### config.mk
export PLATFORM = sky130hd
export DESIGN_NAME = serial_word_loader
export DESIGN_NICKNAME = d
export VERILOG_FILES = /design/src/rtl/serial_word_loader.sv
export SDC_FILE = /design/constraint.sdc
export NUM_CORES = 1
export LEC_CHECK = 0
export ABC_AREA = 1
export CAP_MARGIN = 20
export CORE_MARGIN = 4
export CORE_UTILIZATION = 29
export DETAILED_ROUTE_END_ITERATION = 10
export PLACE_DENSITY = 0.5
export SLEW_MARGIN = 15
export SYNTH_ARGS = -nofsm -noshare
export SYNTH_HDL_FRONTEND = slang
export SYNTH_SLANG_ARGS = --single-unit
### constraint.sdc
create_clock -name clk -period 3 [get_ports clk]
set_clock_uncertainty 0.15 [all_clocks]
set_input_delay 0.6 -clock clk [delete_from_list [all_inputs] [get_ports clk]]
set_output_delay 0.6 -clock clk [all_outputs]
set_load 0.05 [all_outputs]
### src/rtl/serial_word_loader.sv
// Deserializes a framed, bit-strobed serial stream (start, width data bits MSB first,
// even parity, stop) into one word, with parity, stop-bit and inter-bit timeout checks.
module serial_word_loader #(
    parameter int width   = 15,
    parameter int TIMEOUT = 1023
) (
    input  logic             clk,
    input  logic             reset,
    input  logic             bit_valid,
    input  logic             serial_in,
    output logic [width-1:0] data_out,
    output logic             write_enable,
    output logic             parity_error,
    output logic             frame_error,
    output logic             busy,
    output logic [1:0]       state_dbg
);

    localparam int CNT_W = (width > 1) ? $clog2(width) : 1;
    localparam int TMO_W = $clog2(TIMEOUT + 1);

    typedef enum logic [1:0] {
        IDLE   = 2'd0,
        DATA   = 2'd1,
        PARITY = 2'd2,
        STOP   = 2'd3
    } state_t;

    state_t             state_q, state_d;
    logic [CNT_W-1:0]   cnt_q, cnt_d;
    logic [TMO_W-1:0]   tmo_q, tmo_d;
    logic [width-1:0]   shift_q, shift_d;
    logic               par_ok_q, par_ok_d;
    logic [width-1:0]   data_q, data_d;
    logic               we_q, we_d;
    logic               pe_q, pe_d;
    logic               fe_q, fe_d;
    logic               tmo_fire;

    always_comb begin
        state_d  = state_q;
        cnt_d    = cnt_q;
        tmo_d    = tmo_q;
        shift_d  = shift_q;
        par_ok_d = par_ok_q;
        data_d   = data_q;
        we_d     = 1'b0;
        pe_d     = 1'b0;
        fe_d     = 1'b0;

        tmo_fire = (state_q != IDLE) && (tmo_q == TMO_W'(TIMEOUT));

        // Gap counter: idle-held, cleared by each strobe, saturating otherwise.
        if (state_q == IDLE || bit_valid) begin
            tmo_d = '0;
        end else if (tmo_q != TMO_W'(TIMEOUT)) begin
            tmo_d = tmo_q + TMO_W'(1);
        end

        // Timeout takes priority over a strobe arriving in the same cycle.
        if (tmo_fire) begin
            state_d = IDLE;
            cnt_d   = '0;
            tmo_d   = '0;
            fe_d    = 1'b1;
        end else if (bit_valid) begin
            case (state_q)
                IDLE: begin
                    if (!serial_in) begin
                        state_d = DATA;
                        cnt_d   = '0;
                    end
                end
                DATA: begin
                    shift_d = {shift_q[width-2:0], serial_in};
                    if (cnt_q == CNT_W'(width - 1)) begin
                        state_d = PARITY;
                    end else begin
                        cnt_d = cnt_q + CNT_W'(1);
                    end
                end
                PARITY: begin
                    par_ok_d = ~(^shift_q ^ serial_in);
                    state_d  = STOP;
                end
                STOP: begin
                    state_d = IDLE;
                    cnt_d   = '0;
                    if (!serial_in) begin
                        fe_d = 1'b1;
                    end else if (par_ok_q) begin
                        we_d   = 1'b1;
                        data_d = shift_q;
                    end else begin
                        pe_d = 1'b1;
                    end
                end
                default: state_d = IDLE;
            endcase
        end
    end

    always_ff @(posedge clk or negedge reset) begin
        if (!reset) begin
            state_q  <= IDLE;
            cnt_q    <= '0;
            tmo_q    <= '0;
            shift_q  <= '0;
            par_ok_q <= 1'b0;
            data_q   <= '0;
            we_q     <= 1'b0;
            pe_q     <= 1'b0;
            fe_q     <= 1'b0;
        end else begin
            state_q  <= state_d;
            cnt_q    <= cnt_d;
            tmo_q    <= tmo_d;
            shift_q  <= shift_d;
            par_ok_q <= par_ok_d;
            data_q   <= data_d;
            we_q     <= we_d;
            pe_q     <= pe_d;
            fe_q     <= fe_d;
        end
    end

    assign data_out     = data_q;
    assign write_enable = we_q;
    assign parity_error = pe_q;
    assign frame_error  = fe_q;
    assign busy         = (state_q != IDLE);
    assign state_dbg    = state_q;

endmodule

==> key figures, run 1 <==
Logic synthesis
  • Avg Inst Size Synth: ~8.6 sq um
  • Synth Register Bits: 50
  • Post-synthesis cell type count: 27
  • Gate Count Post-Synth: 289
  • Synth top area share: ~50%
  • Largest family of logic cells by synthesized area: simple AND/OR/NAND/NOR gates
  • Register area share after synthesis: approximately half
  • Compound-gate portion of the synthesized area: between 10% and 20%
  • Ranking of synthesized cells by area: dfrtp_1 (50%), nand2_1 (14%), inv_1 (6.2%)
  • Ys Warns: 0
  • Xor/xnor share of the synthesized area: approximately 3.5%
  • Synth Area in Adders: roughly 4.0%
  • Netlist Area Pre-Place: ~2500 sq um
  • Post-Syn Nets: approximately 300
  • Mux contribution to synthesized area: 0%
  • Simple-Gate Fraction of Synth Area: 21.4%
  • Area leader, netlist: dfrtp_1

Placement
  • Placed Cells: roughly 410
  • Port Buffers: 24
  • Routability cong.: between 0.7 and 0.8
  • Hpwl dp: 3.23 mm
  • Placed standard-cell area: 2840 sq um

Power and ir drop
  • P_sw: 1.32 mW
  • Internal: 1.62 mW
  • Power per Cell Area: 998 nW/um^2
  • Sequential Power Share: a little over a third
  • Pleak: roughly 1.4 nW
  • Clk network pwr share: ~17%
  • Comb power frac: a little under half
  • Sw frac: a little under half
  • Max VDD drop: just over 0.4 mV

Global route
  • Global route overflow: 0
  • Vias in the first global route: approximately 1900
  • Global-route wire length before repair: around 8.6 mm
  • Largest net degree at the start of global routing: 32
  • GRT Overall Usage: 10.4%
  • Initial antenna violation count: 0

Worst setup path
  • Crit-path slowest cell: clkdlybuf4s50_1
  • CP endpoint kind: output port
  • Worst Path Max Fanout: 4
  • Critical path arrival: ~2000 ps
  • Worst EP required: around 2300 ps
  • Buf/Inv on CP: 3
  • Top cell family by delay on the critical path: buffers and inverters
  • CP Launch Type: flop
  • Critical path's largest stage delay: ~840 ps
  • R2R Setup Slk: a little under 1000 ps
  • Crit Path Class: flop to output port
  • CP dominant cell by count: inv_1
  • Critical Path, Cell by Cell: inv_1 > ha_1 > inv_1 > clkdlybuf4s50_1

Clock tree
  • CTS tree: done
  • CTS Buf Count: 5
  • Clock sink total: 50
  • Worst skew pair latency: roughly 310 ps
  • Worst-path clk slew: ~100 ps
  • Htree depth: 2
  • CTS root buffer: clkbuf_8
  • Clock Tree Buf Depth: 2
  • Post_cts resized: 0
  • Hold-fix buffers, CTS: 0
  • Setup Buffers After CTS: 0

Status
  • Status: completed

Finish
  • Final net count: roughly 330
  • Final Util: 35.5%
  • Final Non-Filler Cells: about 420
  • Diodes inserted: 0
  • Post-route cell area: 2950 sq um
  • Layout cells sized above 1: a little over a tenth
  • Layout filler cell count: approximately 900
  • Area grow syn2layout: 18.1%

Detailed routing
  • DRC: 0
  • WL/cell: approximately 11 microns
  • Vias: about 1800
  • DRT antenna net count: 0
  • Starting DRT DRC Count: 46
  • Aggregate routed wire length: 4.52 mm
  • Vias per cell: around 4.3
  • Pre-Repair DR Iteration Count: 3

STA
  • Hold_ws: between 100 and 150 ps
  • Min cycle time layout: ~2800 ps
  • Max-slew headroom: 58.6%
  • RSZ-0062 raised after global routing: no
  • Final period utilization: 92.6%
  • Setup tns final: 0 ps
  • Fmax: between 0.3 and 0.4 GHz
  • Hold Vio Cnt, Final: 0
  • Final Setup Violations: 0
  • Pins Over Slew Limit: 0
  • Worst-Margin Slew: between 600 and 700 ps

Flow run
  • Maxcap violations: 0

Floorplan
  • Die Width: just over 100 microns
  • Starting density of the core: around 30%
  • Cell row count: 33
  • Die Y: around 100 microns
  • DIE AREA: about 10000 sq um
  • Total core area: roughly 8300 sq um
  • Ports: 25

Min path
  • Worst Hold Class: input port to asynchronous set/reset pin
logic make-up (layout without fill, tap and decap cells):
logic type / Yosys count / count (layout)
and+or+nand+nor: 123 / 123
AOI/OAI and AO/OA: 50 / 50
DFF: 50 / 50
buffers and inverters: 48 / 76
xor gates and xnor gates: 10 / 10
adders and majority gates: 8 / 8
synth_stat cells:
master and count:
nor2_4 1, nand2_2 1, nor2_2 1, nand3_2 1
inv_2 1, nand2_1 90, buf_4 2, nor3_1 3
xnor2_1 5, buf_6 3, xor2_1 5, nor2_1 9
nor4_1 1, a21oi_1 6, inv_1 41, a211oi_1 1
a31oi_1 1, a22oi_1 1, clkbuf_2 1, nand4_4 1
nand3_1 13, dfrtp_1 50, and3b_1 1, o21ai_0 26
nand2_4 1, ha_1 8, o21ai_2 15
power groups by stage:
stage,Sequential (mW),Clock (mW),Combinational [mW]
final,1.04,0.491,1.41
after global routing,1.08,0.538,1.60
after CTS,1.04,0.516,1.44
after detailed placement,1.06,0,1.43
after global placement,1.05,0,1.41
after floorplan,1.38,0,0.714
cell usage in the layout, fill, tap and decap left out, drive strengths merged:
cell type and n:
ha 8, nor3 3, a211oi 1, nor4 1
clkdlybuf4s50 23, buf 3, bufinv 1, nand4 1
clkbuf 5, o21ai 41, and3b 1, clkinv 1
inv 43, a21oi 6, nand3 14, nand2 92
dfrtp 50, xnor2 5, xor2 5, nor2 11
a31oi 1, a22oi 1
cell type report:
class | count | area, sq um | share of cell area [%]
clock buffers | 5 | 68.8 | 2.33
clock inverters | 3 | 43.8 | 1.48
inverters | 42 | 158 | 5.35
multi-input cells | 191 | 1030 | 35.0
flip-flops and latches | 50 | 1250 | 42.4
well taps | 105 | 131 | 4.45
repair buffers | 26 | 263 | 8.91
layer usage:
metal | vias up | global-route usage [%] | wire length (microns)
met1 | 807 | 14.2 | 2310
met2 | 23 | 16.3 | 1970
met3 | 7 | 2.28 | 168
met5 | - | 0 | 0
met4 | 0 | 3.42 | 67
li1 | 962 | - | -
final timing paths:
kind                                                from                      end  cells after the start
min in group clk                    tmo_q[0]$_DFFE_PN0P_     tmo_q[0]$_DFFE_PN0P_                      1
max in group asynchronous                          reset     cnt_q[1]$_DFFE_PN0P_                      2
worst min register to register      tmo_q[0]$_DFFE_PN0P_     tmo_q[0]$_DFFE_PN0P_                      1
worst max register to register      tmo_q[0]$_DFFE_PN0P_  data_out[3]$_DFFE_PN0P_                      8
worst min-delay path                               reset  data_out[4]$_DFFE_PN0P_                      1
worst max-delay path            state_dbg[0]$_DFFE_PN0P_                     busy                      4
registers in the layout (all words and copies together) (netlist names):
signal	flops
parity_error	1
shift_q	15
tmo_q	10
write_enable	1
data_out	15
par_ok_q	1
state_dbg	2
cnt_q	4
frame_error	1
stage by stage:
stage / total power, mW / setup WS [ps]
4_1_cts: 3.00 / 201
5_1_grt: 3.22 / 109
3_5_place_dp: 2.49 / 563
6_report: 2.94 / 222
2_1_floorplan: 2.10 / 616
3_3_place_gp: 2.46 / 610
(Power assumes the default switching activity.)
==> inputs of run 2 (changes only) <==
Settings changed: CORE_MARGIN 4 to unset.
==> key figures, run 2 (synthesized netlist as in run 1, its figures left out) <==
Detailed routing
  • DRT antenna net count: 0 (unchanged)
  • Vias per cell: 4.34 (+1.7%)
  • Pre-Repair DR Iteration Count: 4 (+1)
  • DRC: 0 (unchanged)
  • Starting DRT DRC Count: 73 (+59%)
  • WL/cell: 10.7 microns (-0.16%)
  • Aggregate routed wire length: 4.50 mm (-0.40%)
  • Vias: 1826 (+1.5%)

Clock tree
  • Clock sink total: 50 (unchanged)
  • Setup Buffers After CTS: 0 (unchanged)
  • CTS Buf Count: 5 (unchanged)
  • Worst-path clk slew: 90 ps (about the same)
  • Worst skew pair latency: 300 ps (about the same)
  • CTS root buffer: clkbuf_8
  • Post_cts resized: 0 (unchanged)
  • CTS tree: done
  • Htree depth: 2 (unchanged)
  • Hold-fix buffers, CTS: 0 (unchanged)
  • Clock Tree Buf Depth: 2 (unchanged)

Global route
  • GRT Overall Usage: 11.5% (+1.1 points)
  • Global-route wire length before repair: 8.06 mm (-6.3%)
  • Initial antenna violation count: 0 (unchanged)
  • Vias in the first global route: 1752 (-6.8%)
  • Largest net degree at the start of global routing: 32 (unchanged)
  • Global route overflow: 0 (unchanged)

STA
  • Fmax: 0.364 GHz (+1.1%)
  • Setup tns final: 0 ps (unchanged)
  • Final Setup Violations: 0 (unchanged)
  • Min cycle time layout: 2750 ps (-30.9 ps)
  • RSZ-0062 raised after global routing: no
  • Final WS setup: 253 ps (+30.9 ps)
  • Max-slew headroom: 62.1% (+3.5 points)
  • Pins Over Slew Limit: 0 (unchanged)
  • Worst-Margin Slew: 569 ps (-52.5 ps)
  • Hold Vio Cnt, Final: 0 (unchanged)
  • Final period utilization: 91.6% (-1.0 points)

Floorplan
  • Die Width: 94.8 microns (-6.0%)
  • DIE AREA: 8980 sq um (-12%)
  • Cell row count: 33 (unchanged)
  • Total core area: 8260 sq um (-0.50%)
  • Ports: 25 (unchanged)
  • Starting density of the core: 30.2% (+0.15 points)
  • Die Y: 94.8 microns (-6.0%)

Finish
  • Final net count: 328 (unchanged)
  • Most frequent cells in the layout: nand2_1 (90), dfrtp_1 (50), inv_1 (41)
  • Diodes inserted: 0 (unchanged)
  • Layout cells sized above 1: 9.81% (-0.60 points)
  • Final Util: 35.3% (-0.22 points)
  • Area grow syn2layout: 16.8%
  • Commonest non-fill, non-tap cell in the layout: nand2_1

Placement
  • Hpwl dp: 3.21 mm (-0.59%)
  • Routability cong.: 0.778 (+8.0%)
  • Port Buffers: 24 (unchanged)
  • Pre-CTS WS: 586 ps (+23.2 ps)

Status
  • Status: completed

Power and ir drop
  • Pleak: 1.42 nW (-1.5%)
  • Power per Cell Area: 974 nW/um^2 (-2.4%)
  • Overall power: 2.84 mW (-3.5%)
  • Max VDD drop: 0.436 mV (+8.3%)

Worst setup path
  • Worst Path Max Fanout: 4 (unchanged)
  • Worst EP required: 2250 ps (about the same)
  • CP Launch Type: flop
  • Critical path arrival: 2000 ps (-30 ps)
  • CP endpoint kind: output port
  • Crit Path Class: flop to output port

Min path
  • Worst Hold Class: input port to asynchronous set/reset pin

Flow run
  • Maxcap violations: 0 (unchanged)
[run 2: changes by cell type in the layout (fill, tap and decap cells not counted)]
cell | before | now
clkinv_2 | 1 | 0
clkinvlp_4 | 0 | 1
inv_6 | 1 | 0
clkbuf_1 | 0 | 1
bufinv_16 | 1 | 0
[run 2: critical path, stage by stage, from the launching register on]
cell and delay [ps]:
dfrtp_1 400, inv_1 100, ha_1 220, inv_1 140, clkdlybuf4s50_1 830
[run 2: area by class of cell]
| type | count | area, sq um |
|---|---|---|
| clock inverters | 1 | 7.51 |
| well taps | 105 | 131 |
| repair buffers | 26 | 263 |
| flip-flops and latches | 50 | 1250 |
| clock buffers | 6 | 72.6 |
| multi-input cells | 191 | 1030 |
| inverters | 42 | 158 |
| fillers | 889 | 5340 |
[run 2: routing by layer]
layer	track usage, %	wire length, microns	vias up
met1	15.9	2330	834
met4	3.41	40	0
met2	17.6	1950	26
li1	-	-	961
met3	3.06	178	5
met5	0	0	-
[run 2: path summary, 6_finish.rpt]
path                                     startpoint                  endpoint  slack (ps)  cells after the start
setup / recovery           state_dbg[0]$_DFFE_PN0P_                      busy         250                      4
hold / removal                                reset   data_out[5]$_DFFE_PN0P_         130                      1
setup reg to reg               tmo_q[0]$_DFFE_PN0P_   data_out[6]$_DFFE_PN0P_         930                      8
hold reg to reg            data_out[12]$_DFFE_PN0P_  data_out[12]$_DFFE_PN0P_         340                      2
max in group asynchronous                     reset    shift_q[8]$_DFFE_PN0P_        2030                      2
min in group clk           data_out[12]$_DFFE_PN0P_  data_out[12]$_DFFE_PN0P_         340                      2
[run 2: power breakdown]
group	switching (mW)	internal, mW
combinational	0.924	0.493
sequential	0.163	0.876
clock	0.223	0.161
total	1.31	1.53
[run 2: metrics by stage]
stage / instance area [sq um] / std cells / hold slack, ps
after CTS: 2920 / 421 / 154
after global placement: 2840 / 414 / 314
after detailed placement: 2840 / 414 / 314
final: 2920 / 421 / 135
after floorplan: 2500 / 289 / 154
after global routing: 2920 / 421 / 179
==> inputs of run 3 (changes only) <==
Settings changed: MAX_ROUTING_LAYER set to met4.
==> key figures, run 3 (synthesized netlist as in run 1, its figures left out) <==
STA
  • Final Setup Violations: 0 (unchanged)
  • Setup tns final: 0 ps (unchanged)
  • Max-slew headroom: 62.1% (about the same)
  • Final WS setup: 250 ps (-3.45 ps)
  • Worst-Margin Slew: 569 ps (-0.108 ps)
  • RSZ-0062 raised after global routing: no
  • Min cycle time layout: 2750 ps (+3.45 ps)
  • Pins Over Slew Limit: 0 (unchanged)
  • Hold Vio Cnt, Final: 0 (unchanged)
  • Fmax: 0.364 GHz (-0.13%)
  • Final period utilization: 91.7% (+0.12 points)
  • Hold_ws: 135 ps (-0.285 ps)

Clock tree
  • Worst-path clk slew: 90 ps (about the same)
  • Clock Tree Buf Depth: 2 (unchanged)
  • Setup Buffers After CTS: 0 (unchanged)
  • Clock sink total: 50 (unchanged)
  • Post_cts resized: 0 (unchanged)
  • Worst skew pair latency: 300 ps (about the same)
  • CTS Buf Count: 5 (unchanged)
  • CTS tree: done
  • CTS root buffer: clkbuf_8
  • Hold-fix buffers, CTS: 0 (unchanged)
  • Htree depth: 2 (unchanged)

Global route
  • GRT Overall Usage: 11.9% (+0.36 points)
  • Largest net degree at the start of global routing: 32 (unchanged)
  • Initial antenna violation count: 0 (unchanged)
  • Global route overflow: 0 (unchanged)
  • Global-route wire length before repair: 8.07 mm (+0.17%)
  • Vias in the first global route: 1747 (-0.29%)

Placement
  • Placed standard-cell area: 2840 sq um (unchanged)
  • Placed Cells: 414 (unchanged)
  • Port Buffers: 24 (unchanged)
  • Routability cong.: 0.789 (+1.4%)
  • Pre-CTS WS: 586 ps (unchanged)
  • Hpwl dp: 3.21 mm (unchanged)

Flow run
  • Maxcap violations: 0 (unchanged)

Power and ir drop
  • Sequential Power Share: 36.6% (about the same)
  • Clk network pwr share: 13.5% (about the same)
  • Comb power frac: 50.0% (about the same)
  • Overall power: 2.84 mW (about the same)
  • Max VDD drop: 0.437 mV (+0.13%)
  • Sw frac: 46.1% (about the same)
  • Power per Cell Area: 974 nW/um^2 (about the same)
  • Pleak: 1.42 nW (unchanged)
  • Internal: 1.53 mW (about the same)
  • P_sw: 1.31 mW (about the same)

Worst setup path
  • Worst setup path end: busy
  • Reg-to-reg startpoint: tmo_q[0]$_DFFE_PN0P_
  • Crit path launch: state_dbg[0]$_DFFE_PN0P_
  • RR Endpoint: data_out[6]$_DFFE_PN0P_
  • Crit-path slowest cell: clkdlybuf4s50_1
  • Critical path arrival: 2000 ps (about the same)
  • Buf/Inv on CP: 3 (unchanged)
  • Critical path's largest stage delay: 840 ps (about the same)
  • Worst Path Max Fanout: 4 (unchanged)
  • CP dominant cell by count: inv_1
  • CP Launch Type: flop
  • Worst-case reg-to-reg path depth: 8 (unchanged)
  • Top cell family by delay on the critical path: buffers and inverters
  • R2R Setup Slk: 930 ps (about the same)
  • Critical Path, Cell by Cell: inv_1 > ha_1 > inv_1 > clkdlybuf4s50_1
  • Worst EP required: 2250 ps (about the same)
  • Critical path depth: 4 (unchanged)
  • CP endpoint kind: output port
  • Crit Path Class: flop to output port

Detailed routing
  • WL/cell: 10.7 microns (+0.11%)
  • DRT antenna net count: 0 (unchanged)
  • Pre-Repair DR Iteration Count: 4 (unchanged)
  • DRC: 0 (unchanged)
  • Vias per cell: 4.31 (-0.55%)
  • Vias: 1816 (-0.55%)
  • Aggregate routed wire length: 4.50 mm (+0.11%)
  • Starting DRT DRC Count: 80 (+9.6%)

Floorplan
  • Cell row count: 33 (unchanged)
  • Starting density of the core: 30.2% (unchanged)
  • Total core area: 8260 sq um (unchanged)
  • Ports: 25 (unchanged)
  • Die Y: 94.8 microns (unchanged)
  • Die Width: 94.8 microns (unchanged)
  • DIE AREA: 8980 sq um (unchanged)

Finish
  • Final Util: 35.3% (unchanged)
  • Commonest non-fill, non-tap cell in the layout: nand2_1
  • Layout cells sized above 1: 9.81% (unchanged)
  • Post-route cell area: 2920 sq um (unchanged)
  • Diodes inserted: 0 (unchanged)
  • Area grow syn2layout: 16.8% (unchanged)
  • Final Non-Filler Cells: 421 (unchanged)
  • Most frequent cells in the layout: nand2_1 (90), dfrtp_1 (50), inv_1 (41)
  • Final net count: 328 (unchanged)

Min path
  • Worst Hold Class: input port to asynchronous set/reset pin

Status
  • Status: completed
run 3: cell counts in the layout (fill, tap and decap cells not counted):
No cell type changed its count.
run 3: power groups by stage:
stage | sequential, mW | combinational [mW] | clock [mW]
after floorplan | 1.38 | 0.714 | 0
after global placement | 1.05 | 1.41 | 0
after detailed placement | 1.05 | 1.44 | 0
after CTS | 1.04 | 1.44 | 0.405
after global routing | 1.07 | 1.59 | 0.434
final | 1.04 | 1.42 | 0.383
run 3: worst min-delay path by stage:
stage | start | end | slack (ps) | cells after the start
floorplan | reset | cnt_q[0]$_DFFE_PN0P_ | 150 | 0
global placement | tmo_q[0]$_DFFE_PN0P_ | tmo_q[0]$_DFFE_PN0P_ | 310 | 1
detailed placement | par_ok_q$_DFFE_PN0P_ | parity_error$_DFF_PN0_ | 310 | 1
CTS | reset | data_out[2]$_DFFE_PN0P_ | 150 | 1
global route | reset | data_out[4]$_DFFE_PN0P_ | 180 | 1
finish | reset | data_out[2]$_DFFE_PN0P_ | 130 | 1
run 3: layout make-up:
class                   instances  area [sq um]
repair buffers                 26           263
flip-flops and latches         50          1250
well taps                     105           131
multi-input cells             191          1030
clock inverters                 1          7.51
fillers                       889          5340
inverters                      42           158
clock buffers                   6          72.6
run 3: metal layers:
| metal | vias up | wire length [microns] | global-route usage (%) |
|---|---|---|---|
| met1 | 821 | 2350 | 16.1 |
| li1 | 962 | - | - |
| met2 | 28 | 1950 | 17.6 |
| met4 | 0 | 34 | 3.41 |
| met5 | - | 0 | - |
| met3 | 5 | 166 | 2.90 |
